[src/rtl/hwlp_iv_gen_if.sv]
// Configuration, control and IV-tuple signals of the hardware-loop IV generator.
// The master side configures and launches the nest; the slave side is the generator.
interface hwlp_iv_gen_if #(
  parameter int N_LP       = 4,
  parameter int NBIT_LP_IV = 8
);
  logic                         start_i;
  logic                         stall_i;
  logic [$clog2(N_LP+1)-1:0]    n_lp_i;
  logic [N_LP*NBIT_LP_IV-1:0]   lp_start_i;
  logic [N_LP*NBIT_LP_IV-1:0]   lp_end_i;
  logic [N_LP*NBIT_LP_IV-1:0]   lp_stride_i;
  logic [N_LP*NBIT_LP_IV-1:0]   loop_vars_o;
  logic                         hwlp_valid_o;
  logic [N_LP-1:0]              end_condition_lp_o;
  logic                         end_lp_o;
  logic                         busy_o;

  modport master (
    output start_i, stall_i, n_lp_i, lp_start_i, lp_end_i, lp_stride_i,
    input  loop_vars_o, hwlp_valid_o, end_condition_lp_o, end_lp_o, busy_o
  );

  modport slave (
    input  start_i, stall_i, n_lp_i, lp_start_i, lp_end_i, lp_stride_i,
    output loop_vars_o, hwlp_valid_o, end_condition_lp_o, end_lp_o, busy_o
  );
endinterface

[src/rtl/hwlp_iv_gen.sv]
// Hardware-loop induction-variable generator: walks a nest of up to N_LP counted loops
// (loop 0 innermost) and emits one IV tuple per unstalled cycle with end-condition flags.
module hwlp_iv_gen #(
  parameter int N_LP       = 4,
  parameter int NBIT_LP_IV = 8
) (
  input  logic            clk_i,
  input  logic            rst_n_i,
  hwlp_iv_gen_if.slave    bus
);
  localparam int NW = $clog2(N_LP+1);
  localparam int NB = NBIT_LP_IV;

  typedef enum logic [1:0] {
    IDLE = 2'd0,
    RUN  = 2'd1,
    DONE = 2'd2
  } state_e;

  state_e          state_r, state_s;
  logic [NB-1:0]   iv_r     [N_LP];
  logic [NB-1:0]   iv_s     [N_LP];
  logic [NB-1:0]   start_r  [N_LP];
  logic [NB-1:0]   end_r    [N_LP];
  logic [NB-1:0]   stride_r [N_LP];
  logic [NW-1:0]   n_lp_r;
  logic [NW-1:0]   n_lp_eff_s;
  logic [N_LP-1:0] ec_s;
  logic [N_LP-1:0] carry_s;
  logic            load_s;
  logic            adv_s;

  // End conditions from registered state; the extra MSB keeps iv+stride from wrapping.
  always_comb begin
    ec_s = '0;
    for (int k = 0; k < N_LP; k++) begin
      if (NW'(k) < n_lp_r) begin
        ec_s[k] = ({1'b0, iv_r[k]} + {1'b0, stride_r[k]}) >= {1'b0, end_r[k]};
      end else begin
        ec_s[k] = 1'b1;
      end
    end
  end

  // Ripple carry: loop k steps only when every inner loop is on its last iteration.
  always_comb begin
    carry_s    = '0;
    carry_s[0] = 1'b1;
    for (int k = 1; k < N_LP; k++) begin
      carry_s[k] = carry_s[k-1] & ec_s[k-1];
    end
  end

  // Clamp the requested loop count into 1..N_LP.
  always_comb begin
    if (bus.n_lp_i == '0) begin
      n_lp_eff_s = NW'(1);
    end else if (bus.n_lp_i > NW'(N_LP)) begin
      n_lp_eff_s = NW'(N_LP);
    end else begin
      n_lp_eff_s = bus.n_lp_i;
    end
  end

  assign adv_s = (state_r == RUN) & bus.start_i & ~bus.stall_i;

  // Next-state and next-IV logic; abort (start low) takes priority over stall and advance.
  always_comb begin
    state_s = state_r;
    iv_s    = iv_r;
    load_s  = 1'b0;
    case (state_r)
      IDLE: begin
        if (bus.start_i) begin
          state_s = RUN;
          load_s  = 1'b1;
          for (int k = 0; k < N_LP; k++) begin
            iv_s[k] = bus.lp_start_i[k*NB +: NB];
          end
        end else begin
          iv_s = '{default: '0};
        end
      end
      RUN: begin
        if (!bus.start_i) begin
          state_s = IDLE;
          iv_s    = '{default: '0};
        end else if (bus.stall_i) begin
          state_s = RUN;
        end else begin
          for (int k = 0; k < N_LP; k++) begin
            if (carry_s[k] && ec_s[k]) begin
              iv_s[k] = start_r[k];
            end else if (carry_s[k]) begin
              iv_s[k] = iv_r[k] + stride_r[k];
            end else begin
              iv_s[k] = iv_r[k];
            end
          end
          if (&ec_s) begin
            state_s = DONE;
          end else begin
            state_s = RUN;
          end
        end
      end
      DONE: begin
        if (!bus.start_i) begin
          state_s = IDLE;
          iv_s    = '{default: '0};
        end else begin
          state_s = DONE;
        end
      end
      default: begin
        state_s = IDLE;
        iv_s    = '{default: '0};
      end
    endcase
  end

  // State and IV registers.
  always_ff @(posedge clk_i or negedge rst_n_i) begin
    if (!rst_n_i) begin
      state_r <= IDLE;
      iv_r    <= '{default: '0};
    end else begin
      state_r <= state_s;
      iv_r    <= iv_s;
    end
  end

  // Configuration captured once at launch; zero strides become 1.
  always_ff @(posedge clk_i or negedge rst_n_i) begin
    if (!rst_n_i) begin
      n_lp_r   <= '0;
      start_r  <= '{default: '0};
      end_r    <= '{default: '0};
      stride_r <= '{default: '0};
    end else if (load_s) begin
      n_lp_r <= n_lp_eff_s;
      for (int k = 0; k < N_LP; k++) begin
        start_r[k]  <= bus.lp_start_i[k*NB +: NB];
        end_r[k]    <= bus.lp_end_i[k*NB +: NB];
        stride_r[k] <= (bus.lp_stride_i[k*NB +: NB] == '0) ? NB'(1) : bus.lp_stride_i[k*NB +: NB];
      end
    end
  end

  // Output drive: IV tuple straight from registers, flags qualified by valid.
  always_comb begin
    bus.loop_vars_o = '0;
    for (int k = 0; k < N_LP; k++) begin
      bus.loop_vars_o[k*NB +: NB] = iv_r[k];
    end
    bus.hwlp_valid_o       = adv_s;
    bus.end_condition_lp_o = adv_s ? ec_s : '0;
    bus.end_lp_o           = adv_s & (&ec_s);
    bus.busy_o             = (state_r == RUN);
  end
endmodule

[src/flat_wrapper.sv]
// flat-port wrapper written by rule: the top's interface ports become plain ports
module hwlp_iv_gen_flat 
#(
  parameter int N_LP       = 4,
  parameter int NBIT_LP_IV = 8
)
  (clk_i, rst_n_i, bus_start_i, bus_stall_i, bus_n_lp_i, bus_lp_start_i, bus_lp_end_i, bus_lp_stride_i, bus_loop_vars_o, bus_hwlp_valid_o, bus_end_condition_lp_o, bus_end_lp_o, bus_busy_o);
  hwlp_iv_gen_if #(.N_LP(N_LP), .NBIT_LP_IV(NBIT_LP_IV)) bus_i ();
  input  logic clk_i;
  input  logic rst_n_i;
  input wire logic [$bits(bus_i.start_i)-1:0] bus_start_i;
  input wire logic [$bits(bus_i.stall_i)-1:0] bus_stall_i;
  input wire logic [$bits(bus_i.n_lp_i)-1:0] bus_n_lp_i;
  input wire logic [$bits(bus_i.lp_start_i)-1:0] bus_lp_start_i;
  input wire logic [$bits(bus_i.lp_end_i)-1:0] bus_lp_end_i;
  input wire logic [$bits(bus_i.lp_stride_i)-1:0] bus_lp_stride_i;
  output wire logic [$bits(bus_i.loop_vars_o)-1:0] bus_loop_vars_o;
  output wire logic [$bits(bus_i.hwlp_valid_o)-1:0] bus_hwlp_valid_o;
  output wire logic [$bits(bus_i.end_condition_lp_o)-1:0] bus_end_condition_lp_o;
  output wire logic [$bits(bus_i.end_lp_o)-1:0] bus_end_lp_o;
  output wire logic [$bits(bus_i.busy_o)-1:0] bus_busy_o;
  assign bus_i.start_i = bus_start_i;
  assign bus_i.stall_i = bus_stall_i;
  assign bus_i.n_lp_i = bus_n_lp_i;
  assign bus_i.lp_start_i = bus_lp_start_i;
  assign bus_i.lp_end_i = bus_lp_end_i;
  assign bus_i.lp_stride_i = bus_lp_stride_i;
  assign bus_loop_vars_o = bus_i.loop_vars_o;
  assign bus_hwlp_valid_o = bus_i.hwlp_valid_o;
  assign bus_end_condition_lp_o = bus_i.end_condition_lp_o;
  assign bus_end_lp_o = bus_i.end_lp_o;
  assign bus_busy_o = bus_i.busy_o;
  hwlp_iv_gen #(.N_LP(N_LP), .NBIT_LP_IV(NBIT_LP_IV)) u_core (.clk_i(clk_i), .rst_n_i(rst_n_i), .bus(bus_i));
endmodule
[config.mk]
export PLATFORM = sky130hd
export DESIGN_NAME = hwlp_iv_gen_flat
export DESIGN_NICKNAME = d
export VERILOG_FILES = /design/src/rtl/hwlp_iv_gen_if.sv /design/src/rtl/hwlp_iv_gen.sv /design/src/flat_wrapper.sv
export SDC_FILE = /design/constraint.sdc
export NUM_CORES = 1
export LEC_CHECK = 0
export BUFFER_PORTS_ARGS = -buffer_cell sky130_fd_sc_hd__buf_2
export CAP_MARGIN = 0
export CORE_MARGIN = 10
export CORE_UTILIZATION = 51
export DETAILED_ROUTE_END_ITERATION = 16
export GPL_TIMING_DRIVEN = 1
export HOLD_SLACK_MARGIN = 0.12
export PLACE_DENSITY = 0.77
export SKIP_LAST_GASP = 1
export SYNTH_ARGS = -nofsm -noshare
export SYNTH_HDL_FRONTEND = slang
export SYNTH_SLANG_ARGS = --single-unit
[constraint.sdc]
create_clock -name clk_i -period 3.5 [get_ports clk_i]
set_clock_uncertainty 0.2 [all_clocks]
set_input_delay 0.175 -clock clk_i [delete_from_list [all_inputs] [get_ports clk_i]]
set_output_delay 0.175 -clock clk_i [all_outputs]
set_load 0.005 [all_outputs]
==> out/metrics.cfg <==
[synthesis]
postSynthAreaPerCell_um2 = 9.12
synthesis.area_um2 = 7530
synth.most_common_cell = nand2_1
yosysSeqAreaShare_pct = 44.2
synthTopCellsByCount = 241 x nand2_1, 133 x dfrtp_1, 64 x ha_1, 62 x inv_1, 60 x o21ai_0
yosysWarnings = 0
synth_enable_flop_cells = 0
async_flop_share_pct = 100
synth_fp_nets = 997
ys.flop_type = dfrtp_1
synth.top_cell.area_share_pct = 44.2
syn_inst = 826
yosysTopAreaCell = dfrtp_1
synth_area_leaders = dfrtp_1 44%, nand2_1 12%, ha_1 11%
yosysUniqueCellTypes = 58
synth_seq_cells = 133

[timing]
finalMaxSlewViolations = 0
fin_crit_ns = 4.00
period_share_pct = 114
timing_hold_violations_final = 0
worst_slack_ns = -0.505
rsz0062_at_grt = true
slew-limit-headroom_pct = 24.1
max_freq_mhz = 250
tightest_slew_ns = 1.14
setup_viol = 39

[final_layout]
nets = 1349
area_growth_pct = 51.5
drive_gt1_share_pct = 31.2
stdcell_count = 1377

[global_routing]
antenna_found_initial = 2
grt_overflow = 0
grt_pass1_wl_mm = 39.7
grtUsageTotal_pct = 24.6
grt_pass1_vias = 7908
grt_max_degree = 109

[route]
vias_per_cell = 5.51
drc = 0
dr.pass1.iters = 5
wl_mm = 25.5
postRouteAntennaNets = 0
top_layer = met4
dr_wl_met3_mm = 1.71
wl_met2_mm = 12.6
m1WireLength_mm = 10.1
vias = 7583
drt_iter0_drc = 619
wl_per_cell_um = 18.5

[floorplanning]
fp.dieH_um = 142
dieArea_um2 = 20000
fp.coreArea_um2 = 14500
pin_count = 142
start_util_pct = 52.0
rows = 44
die_x_um = 142

[clock_tree]
clkSlewWorstSetupHoldPaths_ns = 0.06
cts_root_buf = clkbuf_16
worstSkewPairLatency_ns = 0.43
htreeDepth = 4
cts_tree = done
cts_buffer_depth = 2
numCtsBuffers = 17
clock-sinks = 133

[critical_path]
r2r_slack_ns = -0.47
arrival_ns = 3.63
cp_max_fo = 4
timing.rr.end = u_core.bus.loop_vars_o[23]$_DFFE_PN0P_
crit_path_max_incr_delay_ns = 0.40
cp_common_cell = a21oi_2
crit_start = u_core.bus.loop_vars_o[0]$_DFFE_PN0P_
reg2reg_from = u_core.bus.loop_vars_o[0]$_DFFE_PN0P_
critPathCapture = bus_end_lp_o
worstPathCellList = ha_2, buf_4, a211oi_2, o21bai_1, a21oi_2, o21bai_2, a21oi_2, xnor2_2, ha_4, a2111oi_4, o21ai_2, a311oi_4, buf_12, buf_6, nor3_4, nand2_2, nor2_4, buf_2
crit_type = reg -> out
critPathRequiredTime_ns = 3.12
reg2reg_depth = 20
startpoint_type = flip-flop
worstSetupEndpointType = output pin
cp_slowest_cell = dfrtp_1

[place]
gp_congestion = 0.932
dp_cells = 1203
preCtsSetupSlack_ns = -0.329
dp_hpwl_mm = 15.3
port_buffers = 141

[flow_run]
drv_cap = 0

[outcome]
violations = negative setup slack
status = finished, violations left

[worst_hold_path]
hold_path_class = in -> async

[pwr]
vdd.ir_drop.worst_v = 0.000695
p_per_area_nw_per_um2 = 1230
power.leakage_uw = 0.00578
total_power_uw = 14000

## worst max-delay path, delay by kind of cell, from the launching register on
kind / cells / cell delay [ns]
buf+inv: 4 / 0.51
xor+xnor: 1 / 0.13
compound gates: 8 / 1.59
simple gates: 3 / 0.16
fa+ha+maj: 2 / 0.40
flops: 1 / 0.40
## worst min-delay path by stage
stage	to	start
after floorplan	u_core.bus.loop_vars_o[0]$_DFFE_PN0P_	rst_n_i
after global placement	u_core.start_r[10]$_DFFE_PN0P_	rst_n_i
after detailed placement	u_core.end_r[10]$_DFFE_PN0P_	rst_n_i
after CTS	u_core.end_r[16]$_DFFE_PN0P_	bus_lp_end_i[8]
after global routing	u_core.stride_r[18]$_DFFE_PN0P_	bus_lp_stride_i[10]
final	u_core.end_r[12]$_DFFE_PN0P_	rst_n_i
## logic make-up after synthesis
group | synth area share (%)
mux | 3.02
buf+inv | 4.55
xor+xnor | 1.98
fa+ha+maj | 11.7
compound gates | 17.0
simple gates | 17.5
flops | 44.2
## cell usage in the layout (no fill, tap or decap), types with 4 or more instances in the layout
cell type,count
o221ai_1,5
fa_2,4
mux2i_1,15
buf_12,4
a22oi_1,8
o21a_1,7
inv_1,60
dlygate4sd3_1,102
clkbuf_16,17
a211oi_1,6
ha_4,5
o21ai_0,49
a31oi_1,9
ha_2,4
xnor2_1,11
a21oi_1,10
a211oi_2,5
nor4_1,4
buf_2,140
a21o_1,6
nor2_1,32
a221o_1,8
nor3_1,7
a21oi_2,11
clkbuf_8,6
o211ai_1,4
nand2_1,240
dfrtp_1,133
nand4_1,4
buf_6,10
buf_4,101
o21ai_1,9
a22o_1,8
mux2_4,6
ha_1,55
## final cells by class
type                    instances  area, µm²
flip-flops and latches        133       3330
multi-input cells             604       4270
diodes                          2       5.00
well taps                     184        230
fillers                       794       3060
repair buffers                360       2720
clock inverters                 7        116
clock buffers                  25        515
inverters                      62        233
## sequential cells by signal, summed over array words and instances, names as in the netlist
name / count
u_core.end_r: 32
u_core.state_r: 2
u_core.n_lp_r: 3
u_core.start_r: 32
u_core.bus.loop_vars_o: 32
u_core.stride_r: 32
## power by group
| group | total (µW) | internal (µW) | switching [µW] |
|---|---|---|---|
| clock network | 1910 | 1230 | 673 |
| registers | 2700 | 2240 | 459 |
| logic | 9440 | 4760 | 4680 |
## what timing repair did
action                     CTS  global route
pin swaps                   35            30
buffers inserted            28            18
setup endpoints to repair   39            39
hold buffers               102             0
resized for setup           65            44
hold endpoints to repair   239             0
## metal layers
metal  vias to the layer above  GRT usage [%]
met3                        90           6.58
li1                       3547              -
met2                       352           41.0
met4                         0           12.9
met1                      3594           28.2
met5                         -              0
## per-stage QoR
step / hold slack (ns) / cell area (µm²) / utilization (%) / TNS, ns
after global routing: 0.308 / 11400 / 78.8 / -21.14
after CTS: 0.264 / 11100 / 76.8 / -9.26
after global placement: 0.167 / 9060 / 62.5 / -5.87
after floorplan: -0.321 / 7560 / - / -4.21
after detailed placement: 0.169 / 9060 / 62.5 / -7.97
final: 0.209 / 11400 / 78.8 / -13.57
Note: power is estimated with default switching activity, not from simulation.
